[config.mk]
export PLATFORM = sky130hd
export DESIGN_NAME = regdump_streamer
export DESIGN_NICKNAME = d
export VERILOG_FILES = /design/src/rtl/regdump_streamer.sv
export SDC_FILE = /design/constraint.sdc
export NUM_CORES = 1
export LEC_CHECK = 0
export BUFFER_PORTS_ARGS = -buffer_cell sky130_fd_sc_hd__buf_2
export CAP_MARGIN = 10
export CORE_MARGIN = 10
export CORE_UTILIZATION = 51
export CTS_CLUSTER_DIAMETER = 40
export DETAILED_ROUTE_END_ITERATION = 10
export GPL_TIMING_DRIVEN = 0
export PLACE_DENSITY = 0.76
export SLEW_MARGIN = 20
export SYNTH_ARGS = -nofsm -noshare
export SYNTH_HDL_FRONTEND = slang
export SYNTH_SLANG_ARGS = --single-unit
[constraint.sdc]
create_clock -name clk -period 2.1 [get_ports clk]
set_clock_uncertainty 0.05 [all_clocks]
set_input_delay 0.42 -clock clk [delete_from_list [all_inputs] [get_ports clk]]
set_output_delay 0.42 -clock clk [all_outputs]
set_load 0.05 [all_outputs]
[src/rtl/regdump_streamer.sv]
// Scans NUM_ENTRIES words through a synchronous read port and streams each one
// as an ASCII hex line "<index>:<data>\n" over a valid/ready byte interface.
module regdump_streamer #(
  parameter int unsigned DATA_WIDTH  = 32,
  parameter int unsigned ADDR_WIDTH  = 5,
  parameter int unsigned NUM_ENTRIES = 32
) (
  input  logic                  clk,
  input  logic                  resetn,
  input  logic                  start,
  input  logic                  abort,
  output logic                  busy,
  output logic                  done,
  output logic                  rd_en,
  output logic [ADDR_WIDTH-1:0] rd_addr,
  input  logic [DATA_WIDTH-1:0] rd_data,
  output logic [7:0]            tx_data,
  output logic                  tx_valid,
  input  logic                  tx_ready
);

  localparam int unsigned HEX_DIGITS = DATA_WIDTH / 4;
  localparam int unsigned IDX_DIGITS = (ADDR_WIDTH + 3) / 4;
  localparam int unsigned IDX_W      = IDX_DIGITS * 4;
  localparam int unsigned CNT_W      = $clog2(HEX_DIGITS + IDX_DIGITS + 1);

  typedef enum logic [2:0] {
    IDLE, READ, CAPTURE, EMIT_IDX, EMIT_COLON, EMIT_DATA, EMIT_NL, DONE
  } state_t;

  state_t                state, state_next;
  logic [ADDR_WIDTH-1:0] entry;
  logic [DATA_WIDTH-1:0] data_sh;
  logic [IDX_W-1:0]      idx_sh;
  logic [IDX_W-1:0]      idx_ext;
  logic [CNT_W-1:0]      nib_cnt;
  logic                  abort_flag;
  logic                  abort_eff;
  logic                  xfer;
  logic                  last_entry;

  function automatic logic [7:0] hex_char(input logic [3:0] nib);
    hex_char = (nib < 4'd10) ? (8'h30 + {4'h0, nib}) : (8'h37 + {4'h0, nib});
  endfunction

  always_comb begin
    xfer       = tx_valid & tx_ready;
    abort_eff  = abort_flag | abort;
    last_entry = (entry == ADDR_WIDTH'(NUM_ENTRIES - 1));
    idx_ext    = IDX_W'(entry);
  end

  always_ff @(posedge clk or negedge resetn) begin
    if (!resetn) state <= IDLE;
    else         state <= state_next;
  end

  // Emit states only leave on a transfer, so an abort never retracts a byte.
  always_comb begin
    state_next = state;
    case (state)
      IDLE:       if (start) state_next = READ;
      READ:       state_next = abort_eff ? DONE : CAPTURE;
      CAPTURE:    state_next = abort_eff ? DONE : EMIT_IDX;
      EMIT_IDX:   if (xfer) state_next = abort_eff ? DONE :
                                         ((nib_cnt == '0) ? EMIT_COLON : EMIT_IDX);
      EMIT_COLON: if (xfer) state_next = abort_eff ? DONE : EMIT_DATA;
      EMIT_DATA:  if (xfer) state_next = abort_eff ? DONE :
                                         ((nib_cnt == '0) ? EMIT_NL : EMIT_DATA);
      EMIT_NL:    if (xfer) state_next = (abort_eff || last_entry) ? DONE : READ;
      DONE:       state_next = IDLE;
      default:    state_next = IDLE;
    endcase
  end

  always_comb begin
    busy    = (state != IDLE);
    done    = (state == DONE);
    rd_en   = (state == READ);
    rd_addr = entry;
  end

  // Each byte is loaded on the edge that leaves the previous one, so with
  // tx_ready high a new character is presented every cycle.
  always_ff @(posedge clk or negedge resetn) begin
    if (!resetn) begin
      entry      <= '0;
      data_sh    <= '0;
      idx_sh     <= '0;
      nib_cnt    <= '0;
      abort_flag <= 1'b0;
      tx_data    <= '0;
      tx_valid   <= 1'b0;
    end else begin
      if (state == DONE)      abort_flag <= 1'b0;
      else if (busy && abort) abort_flag <= 1'b1;

      case (state)
        IDLE: if (start) entry <= '0;
        CAPTURE: if (!abort_eff) begin
          data_sh  <= rd_data;
          idx_sh   <= idx_ext << 4;
          nib_cnt  <= CNT_W'(IDX_DIGITS - 1);
          tx_data  <= hex_char(idx_ext[IDX_W-1 -: 4]);
          tx_valid <= 1'b1;
        end
        EMIT_IDX: if (xfer) begin
          if (abort_eff) begin
            tx_valid <= 1'b0;
          end else if (nib_cnt == '0) begin
            tx_data <= 8'h3A;
          end else begin
            tx_data <= hex_char(idx_sh[IDX_W-1 -: 4]);
            idx_sh  <= idx_sh << 4;
            nib_cnt <= nib_cnt - 1'b1;
          end
        end
        EMIT_COLON: if (xfer) begin
          if (abort_eff) begin
            tx_valid <= 1'b0;
          end else begin
            tx_data <= hex_char(data_sh[DATA_WIDTH-1 -: 4]);
            data_sh <= data_sh << 4;
            nib_cnt <= CNT_W'(HEX_DIGITS - 1);
          end
        end
        EMIT_DATA: if (xfer) begin
          if (abort_eff) begin
            tx_valid <= 1'b0;
          end else if (nib_cnt == '0) begin
            tx_data <= 8'h0A;
          end else begin
            tx_data <= hex_char(data_sh[DATA_WIDTH-1 -: 4]);
            data_sh <= data_sh << 4;
            nib_cnt <= nib_cnt - 1'b1;
          end
        end
        EMIT_NL: if (xfer) begin
          tx_valid <= 1'b0;
          if (!abort_eff && !last_entry) entry <= entry + 1'b1;
        end
        default: ;
      endcase
    end
  end

endmodule

# Word level (Yosys, flattened, before mapping)
# Cells that the tools add are included.
classes:
  n_lt_le_gt_ge: 3
  mux: 57
  bitwise: 2
  n_eq_ne: 25
  n_reduce_logical: 24
  n_addsub: 8
op_table:
  columns: ["cell", "count"]
  rows:
  - ["$mux 32", 6]
  - ["$pmux 32 s3", 1]
  - ["$mux 8", 11]
  - ["$mux 7", 5]
  - ["$pmux 8 s4", 1]
  - ["$mux 3", 10]
  - ["$add 6x4->7 const A", 4]
  - ["$ne 2x2->1 const B", 14]
  - ["$mux 4", 6]
  - ["$pmux 3 s8", 1]
  - ["$pmux 8 s2", 1]
  - ["$mux 5", 3]
  - ["$reduce_and 5->1", 3]
  - ["$add 6x1->7 const A", 2]
  - ["$reduce_and 7->1", 2]
  - ["$eq 3x3->1 const B", 4]
  - ["$pmux 4 s3", 1]
  - ["$reduce_bool 3->1", 4]
  - ["$pmux 5 s2", 1]
  - ["$lt 4x4->1 const B", 2]
  - ["$reduce_and 8->1", 1]
  - ["$eq 3x2->1 const B", 2]
  - ["$mux 1", 6]
  - ["$mux 2", 3]
  - ["19 further kinds", 25]
word_totals:
  output_inout_bits: 17
  inputBits: 37
  ff_bits: 62
  elab_cells: 127

# Longest topological paths before layout
# Gate-level depths: netlist of run 1.
depth:
  depth_word: 6
  depth_mapped: 8
  mapped_depth_nobuf: 7

# Worst setup path after synthesis of run 1
# Ideal clock, no wire load.
synth_timing:
  path_type: "register -> register"
  start: "register entry[0] (netlist: rd_addr[0])"
  end: "register entry[2] (netlist: rd_addr[2])"
  synth_period_minus_slack_ns: 2.316
  path_slack_ns: -0.216
  t_arrival_ns: 2.110
  setup_time_ns: 0.156
  required_ns: 1.894
  path_buffers: 0
  stages_incl_launch_ff: 7
  cell_sequence: "dfrtp_1 ha_1 and3_1 ha_1 or4_4 a21oi_4 a31oi_1"
synth_between:
  elab_chain_len: 5
  elab_cells_between_ends: 9
  cone_classes: "add/sub: 1; eq/ne: 2; mux: 3; reduce/logical: 3"
synth_rtl:
  columns: ["item", "line_no", "source"]
  rows:
  - ["start: declaration", "32", "logic [ADDR_WIDTH-1:0] entry;"]
  - ["start signal: assignment", "140", "if (!abort_eff && !last_entry) entry <= entry + 1'b1;"]
  - ["branches (longest 5 deep; another with $add 5x1->5)", null, null]
# Several ways; the timed one is not identified. The select of a mux whose other input is x is not followed.
# A chain may end at the register's enable or synchronous reset.

# Worst setup path after layout of run 1
layout_timing:
  start: "register state[1]"
  end: "output port busy"
layout_between:
  elab_chain_len: 1
layout_rtl:
  columns: ["item", "line_no", "source"]
  rows:
  - ["start: declaration", "31", "state_t state, state_next;"]
  - ["start signal: assignment", "55", "else state <= state_next;"]
  - ["$reduce_bool 3->1", "77", "busy = (state != IDLE);"]
  - ["end: declaration", "12", "output logic busy,"]
# Every way passes these cells.

==> results of run 1 <==
-- sequential cells by signal, indices dropped and copies added (netlist names) --
| name | flops |
|---|---|
| rd_addr | 5 |
| tx_valid | 1 |
| idx_sh | 4 |
| abort_flag | 1 |
| data_sh | 32 |
| nib_cnt | 4 |
| tx_data | 7 |
| state | 3 |
-- report_power, final --
| group | total [W] | switching, W | internal, W |
|---|---|---|---|
| Sequential | 0.00151 | 0.000176 | 0.00134 |
| Combinational | 0.00149 | 0.000911 | 0.000581 |
| Clock | 0.00102 | 0.000448 | 0.000576 |
-- cell families (layout without fill, tap and decap cells) --
kind of cell	after synthesis	after routing	share of synthesized area [%]
other	1	1	0.119
xor gates and xnor gates	3	3	0.831
AOI/OAI and AO/OA	102	102	19.7
DFF	57	57	45.1
buffers and inverters	34	109	4.98
muxes	31	31	9.85
and+or+nand+nor	116	116	17.0
adders and majority gates	6	6	2.37
-- cell type report --
class                   count  area, sq um  area share, %
clock buffers              11          141           3.68
plain buffers              22          123           3.19
repair buffers             60          334           8.70
flip-flops and latches     57         1430           37.2
clock inverters             5         55.1           1.43
well taps                  75         93.8           2.44
inverters                  11         41.3           1.08
multi-input cells         259         1620           42.3
-- per-layer routing --
layer	global-route usage [%]	up-vias
li1	-	1380
met1	21.3	1331
met2	24.4	82
met3	3.91	9
met4	6.06	0
met5	0	-
-- Yosys cell counts (2+ instances only) --
cell type   n  share of area [%]
buf_2      15                2.4
xnor2_1     2               0.55
nor2b_1     2               0.40
a31oi_1     6                1.2
mux2i_1    30                9.5
a21oi_1    17                2.7
nor3b_1     2               0.47
o21ai_1     8                1.3
nor2_1     23                2.7
o211ai_1    2               0.47
o31ai_1     2               0.47
nand3_1     7                1.1
ha_1        6                2.4
nor3_1      6               0.95
buf_4       3               0.71
a22o_1      4                1.1
and2_1      3               0.59
or3_1       2               0.40
inv_1      11                1.3
clkbuf_1    5               0.59
o221ai_1    2               0.55
o21a_1      2               0.47
nand2b_1    3               0.59
nand2_1    57                6.8
a211oi_1    3               0.71
o21ai_0    43                6.8
a22oi_1     3               0.71
dfrtp_1    57                 45
-- path summary, 6_finish.rpt --
check / start / to / slack, ps / cells past startpoint
worst min register to register: data_sh[20]$_DFFE_PN0P_ / data_sh[20]$_DFFE_PN0P_ / 430 / 2
worst max-delay path: state[1]$_DFFE_PN0P_ / busy / 60 / 4
min in group clk: rd_data[1] / data_sh[1]$_DFFE_PN0P_ / 270 / 3
max in group asynchronous: resetn / rd_addr[0]$_DFFE_PN0P_ / 1410 / 1
worst min-delay path: resetn / abort_flag$_DFFE_PN0P_ / 80 / 1
worst max register to register: rd_addr[0]$_DFFE_PN0P_ / rd_addr[1]$_DFFE_PN0P_ / 90 / 7
-- repair_timing --
item                       in CTS  in global routing
setup endpoints to repair       2                 39
pin swaps                       0                  3
setup buffers                   0                  8
gates resized for setup         4                 14
-- through the flow --
stage	cells	setup WS [ps]	util, %
2_1_floorplan	350	18.9	-
3_3_place_gp	477	63.7	59.3
5_1_grt	500	-15.3	64.5
4_1_cts	492	3.71	62.8
6_report	500	64.5	64.5
3_5_place_dp	477	21.6	59.4
==> summary.txt, run 1 <==
static leakage - 1.75 nW
GR Overflow Total - 0
slew of the pin with the lowest slew margin - 735 ps
Final ANT Viol Nets - 0
drt drc - 0
Avg Cell Area, Syn - 9.04 sq um
crit end category - primary output
commonest non-fill, non-tap cell in the layout - buf_2
clock sinks - 57
row count - 28
vias in the first global route - 2,663
PortBufs - 52
worst-path cell chain - buf_4, buf_4, or3_4, buf_6
largest net degree at the start of global routing - 58
Worst Path Required - 1630 ps
CP max-delay cell - or3_4
status - complete, no violations
P&R area growth vs syn - 21.4%
Initial Utilization - 53.1%
global-route wire length before repair - 13.0 mm
most frequent cells in the layout - buf_2, nand2_1, dfrtp_1
Final setup viols - 0
Syn Inst Count - 350
top_reg_cell synth - dfrtp_1
CP arrival - 1570 ps
initial DRC count - 230
Cell Area, Placed - 3540 sq um
final wirelength - 7.74 mm
Worst slew margin - 51.0%
Power Total - 0.00403 W
TritonCTS clock tree - built
post-synthesis sequential area ratio - 45.1%
Hold WC Path Type - input port to async pin
nets - 463
Total GRT Usage - 16.0%
Fill cells - 522
die width - 98.8 um
Max VDD drop - 600 uV
max incr delay on CP - 370 ps
worst-skew pair later-pin latency - 340 ps
Clock Path Buffers - 2
H-tree depth - 3
First-pass DRT Iterations - 5
Setup TNS - 0 ps
Synth warnings - 0
num ports - 54
global placer's final weighted congestion - 0.877
pwr dens - 1050 nW/um^2
FMAX - 0.491 GHz
unrepaired setup endpoints after global routing - true
wire length on met1 - 3.55 mm
most frequent CP cell - buf_4
design area - 3840 sq um
Via Count - 2,802
CORE AREA - 5960 sq um
Vias/cell - 5.60
Routed WL per cell - 15.5 um
Top Layer Used - met4
Setup CP Type - flip-flop to primary output
Final Cycle Share - 96.9%
Setup crit start kind - flip-flop
post-synthesis async set-or-reset flop share - 100%
gate family responsible for the most delay along the worst path - buffers and inverters
die height - 98.8 um
met2 WL - 3.68 mm
number of buffers created by CTS - 9
number of synthesized register bits - 57
Die Area - 9750 sq um
EDFF count, synth - 0
crit-path max FO - 10
max-cap violations - 0
hold_buf cts - 0
HPWL Detailed - 5.52 mm
antenna violations before repair - 0
Mapped Nets - 393
met3 WL post-DR - 431 um
Reg clk slew, reported paths - 60 ps
hold_ws - 81.5 ps
root buffer cell - clkbuf_8
Fin. Hold Viols - 0
ant diodes - 0
Tmin final - 2040 ps
CP bufs+invs - 3
fin. max-slew vios - 0
synth unique cells - 52
share of layout cells above drive strength 1 - 26.6%
Synth Cell Area - 3160 sq um
Power figures use the tool's default switching activity.
==> inputs of run 2 (changes only) <==
--- a/config.mk
+++ b/config.mk
@@ -13,6 +13,7 @@
 export DETAILED_ROUTE_END_ITERATION = 10
 export GPL_TIMING_DRIVEN = 0
 export PLACE_DENSITY = 0.76
+export REMOVE_ABC_BUFFERS = 1
 export SLEW_MARGIN = 20
 export SYNTH_ARGS = -nofsm -noshare
 export SYNTH_HDL_FRONTEND = slang
==> summary.txt, run 2 (synthesis results as in run 1) <==
Via Count - 2,722 (-2.9%)
static leakage - 1.71 nW (-2.2%)
max incr delay on CP - 540 ps (+170 ps)
num ports - 54 (unchanged)
CP arrival - 2260 ps (+690 ps)
CP max-delay cell - or4_4
antenna violations before repair - 0 (unchanged)
worst-skew pair later-pin latency - 350 ps (about the same)
global placer's final weighted congestion - 0.856 (-2.4%)
initial DRC count - 151 (-34%)
Fill cells - 488 (-6.5%)
clock sinks - 57 (unchanged)
GR Overflow Total - 0 (unchanged)
Final setup viols - 0 (unchanged)
Setup CP Type - flip-flop to flip-flop
hold_buf cts - 0 (unchanged)
number of buffers created by CTS - 9 (unchanged)
Setup crit start kind - flip-flop
Final Cycle Share - 97.4% (+0.46 points)
Reg clk slew, reported paths - 70 ps (about the same)
status - complete, no violations
global-route wire length before repair - 12.7 mm (-2.9%)
utilization after layout - 64.6% (+0.13 points)
max-cap violations - 0 (unchanged)
design area - 3850 sq um (+0.20%)
largest net degree at the start of global routing - 58 (unchanged)
final wirelength - 7.68 mm (-0.83%)
Die Area - 9750 sq um (unchanged)
nets - 446 (-3.7%)
die width - 98.8 um (unchanged)
worst-path cell chain - ha_2, and3_4, ha_4, or4_4, a21oi_4, nand3_1, o21ai_0
pwr dens - 1080 nW/um^2 (+3.0%)
CORE AREA - 5960 sq um (unchanged)
Hold WC Path Type - input port to async pin
TritonCTS clock tree - built
Fin. Hold Viols - 0 (unchanged)
Setup TNS - 0 ps (unchanged)
Tmin final - 2050 ps (+9.60 ps)
die height - 98.8 um (unchanged)
commonest non-fill, non-tap cell in the layout - nand2_1
P&R area growth vs syn - 21.6%
Worst Path Required - 2320 ps (+690 ps)
slew of the pin with the lowest slew margin - 721 ps (-13.7 ps)
Worst slew margin - 51.9% (+0.91 points)
most frequent cells in the layout - nand2_1, dfrtp_1, buf_2
Most flops, register - data_sh
Final ANT Viol Nets - 0 (unchanged)
vias in the first global route - 2,645 (-0.68%)
HPWL Detailed - 4.93 mm (-11%)
hold_ws - 59.0 ps (-22.5 ps)
Non-Filler Instances - 483 (-3.4%)
max reg flops - 32 (unchanged)
Routed WL per cell - 15.9 um (+2.7%)
share of layout cells above drive strength 1 - 24.8% (-1.8 points)
ant diodes - 0 (unchanged)
PortBufs - 52 (unchanged)
First-pass DRT Iterations - 5 (unchanged)
Clock Path Buffers - 2 (unchanged)
crit-path max FO - 7 (-3)
crit end category - flip-flop
root buffer cell - clkbuf_8
Cells after DPL - 456 (-4.4%)
drt drc - 0 (unchanged)
FMAX - 0.489 GHz (-0.47%)
row count - 28 (unchanged)
R2R Setup Slk - 50 ps (-40 ps)
Initial Utilization - 53.1% (unchanged)
H-tree depth - 3 (unchanged)
Cell Area, Placed - 3450 sq um (-2.4%)
Max VDD drop - 571 uV (-4.8%)
Total GRT Usage - 15.6% (-0.43 points)
Vias/cell - 5.64 (+0.56%)
fin. max-slew vios - 0 (unchanged)
run 2: worst max-delay path, delay by kind of cell, from the launching register on:
family | cells | cell delay, ps
and+or+nand+nor | 3 | 830
DFF | 1 | 410
adders and majority gates | 2 | 360
AOI/OAI and AO/OA | 2 | 310
run 2: per-layer routing:
layer / up-vias / wire length, um / part of all wire, % / global-route usage, %
met5: - / 0 / 0 / 0
met4: 0 / 124 / 1.6 / 5.62
met3: 17 / 584 / 7.6 / 5.45
met2: 93 / 3580 / 47 / 24.4
met1: 1268 / 3390 / 44 / 19.3
li1: 1344 / - / - / -
run 2: where the power goes:
| part | switching (W) | internal (W) |
|---|---|---|
| sequential | 0.000203 | 0.00134 |
| combinational | 0.000860 | 0.000560 |
| clock | 0.000465 | 0.000733 |
run 2: what timing repair did:
item                                    4_1_cts  5_1_grt
endpoints found under the setup margin       42       41
gates cloned                                  1        0
gates resized for setup                       9       10
pin swaps                                     2        3
setup buffers                                 4        6
run 2: worst paths after layout:
check                                       startpoint                      to  cells after the start
worst max-delay path            rd_addr[0]$_DFFE_PN0P_  rd_addr[1]$_DFFE_PN0P_                      7
worst min-delay path                            resetn    state[0]$_DFFE_PN0P_                      1
max in group asynchronous                       resetn    state[2]$_DFFE_PN0P_                      1
worst max register to register  rd_addr[0]$_DFFE_PN0P_  rd_addr[1]$_DFFE_PN0P_                      7
worst min register to register  data_sh[3]$_DFFE_PN0P_  data_sh[3]$_DFFE_PN0P_                      2
min in group clk                            rd_data[0]  data_sh[0]$_DFFE_PN0P_                      3
run 2: final cells by class:
| class | count | area, sq um | share of cell area (%) |
|---|---|---|---|
| Multi-Input combinational cell | 260 | 1660 | 43.1 |
| Inverter | 11 | 41.3 | 1.07 |
| Tap cell | 75 | 93.8 | 2.44 |
| Sequential cell | 57 | 1430 | 37.3 |
| Clock inverter | 4 | 75.1 | 1.95 |
| Clock buffer | 12 | 155 | 4.03 |
| Timing Repair Buffer | 64 | 392 | 10.2 |
run 2: through the flow:
stage | power [W] | worst slack [ps]
floorplan | 0.00257 | -1130
global placement | 0.00287 | -1960
detailed placement | 0.00292 | -319
CTS | 0.00414 | 18.3
global route | 0.00440 | -21.1
finish | 0.00416 | 54.9
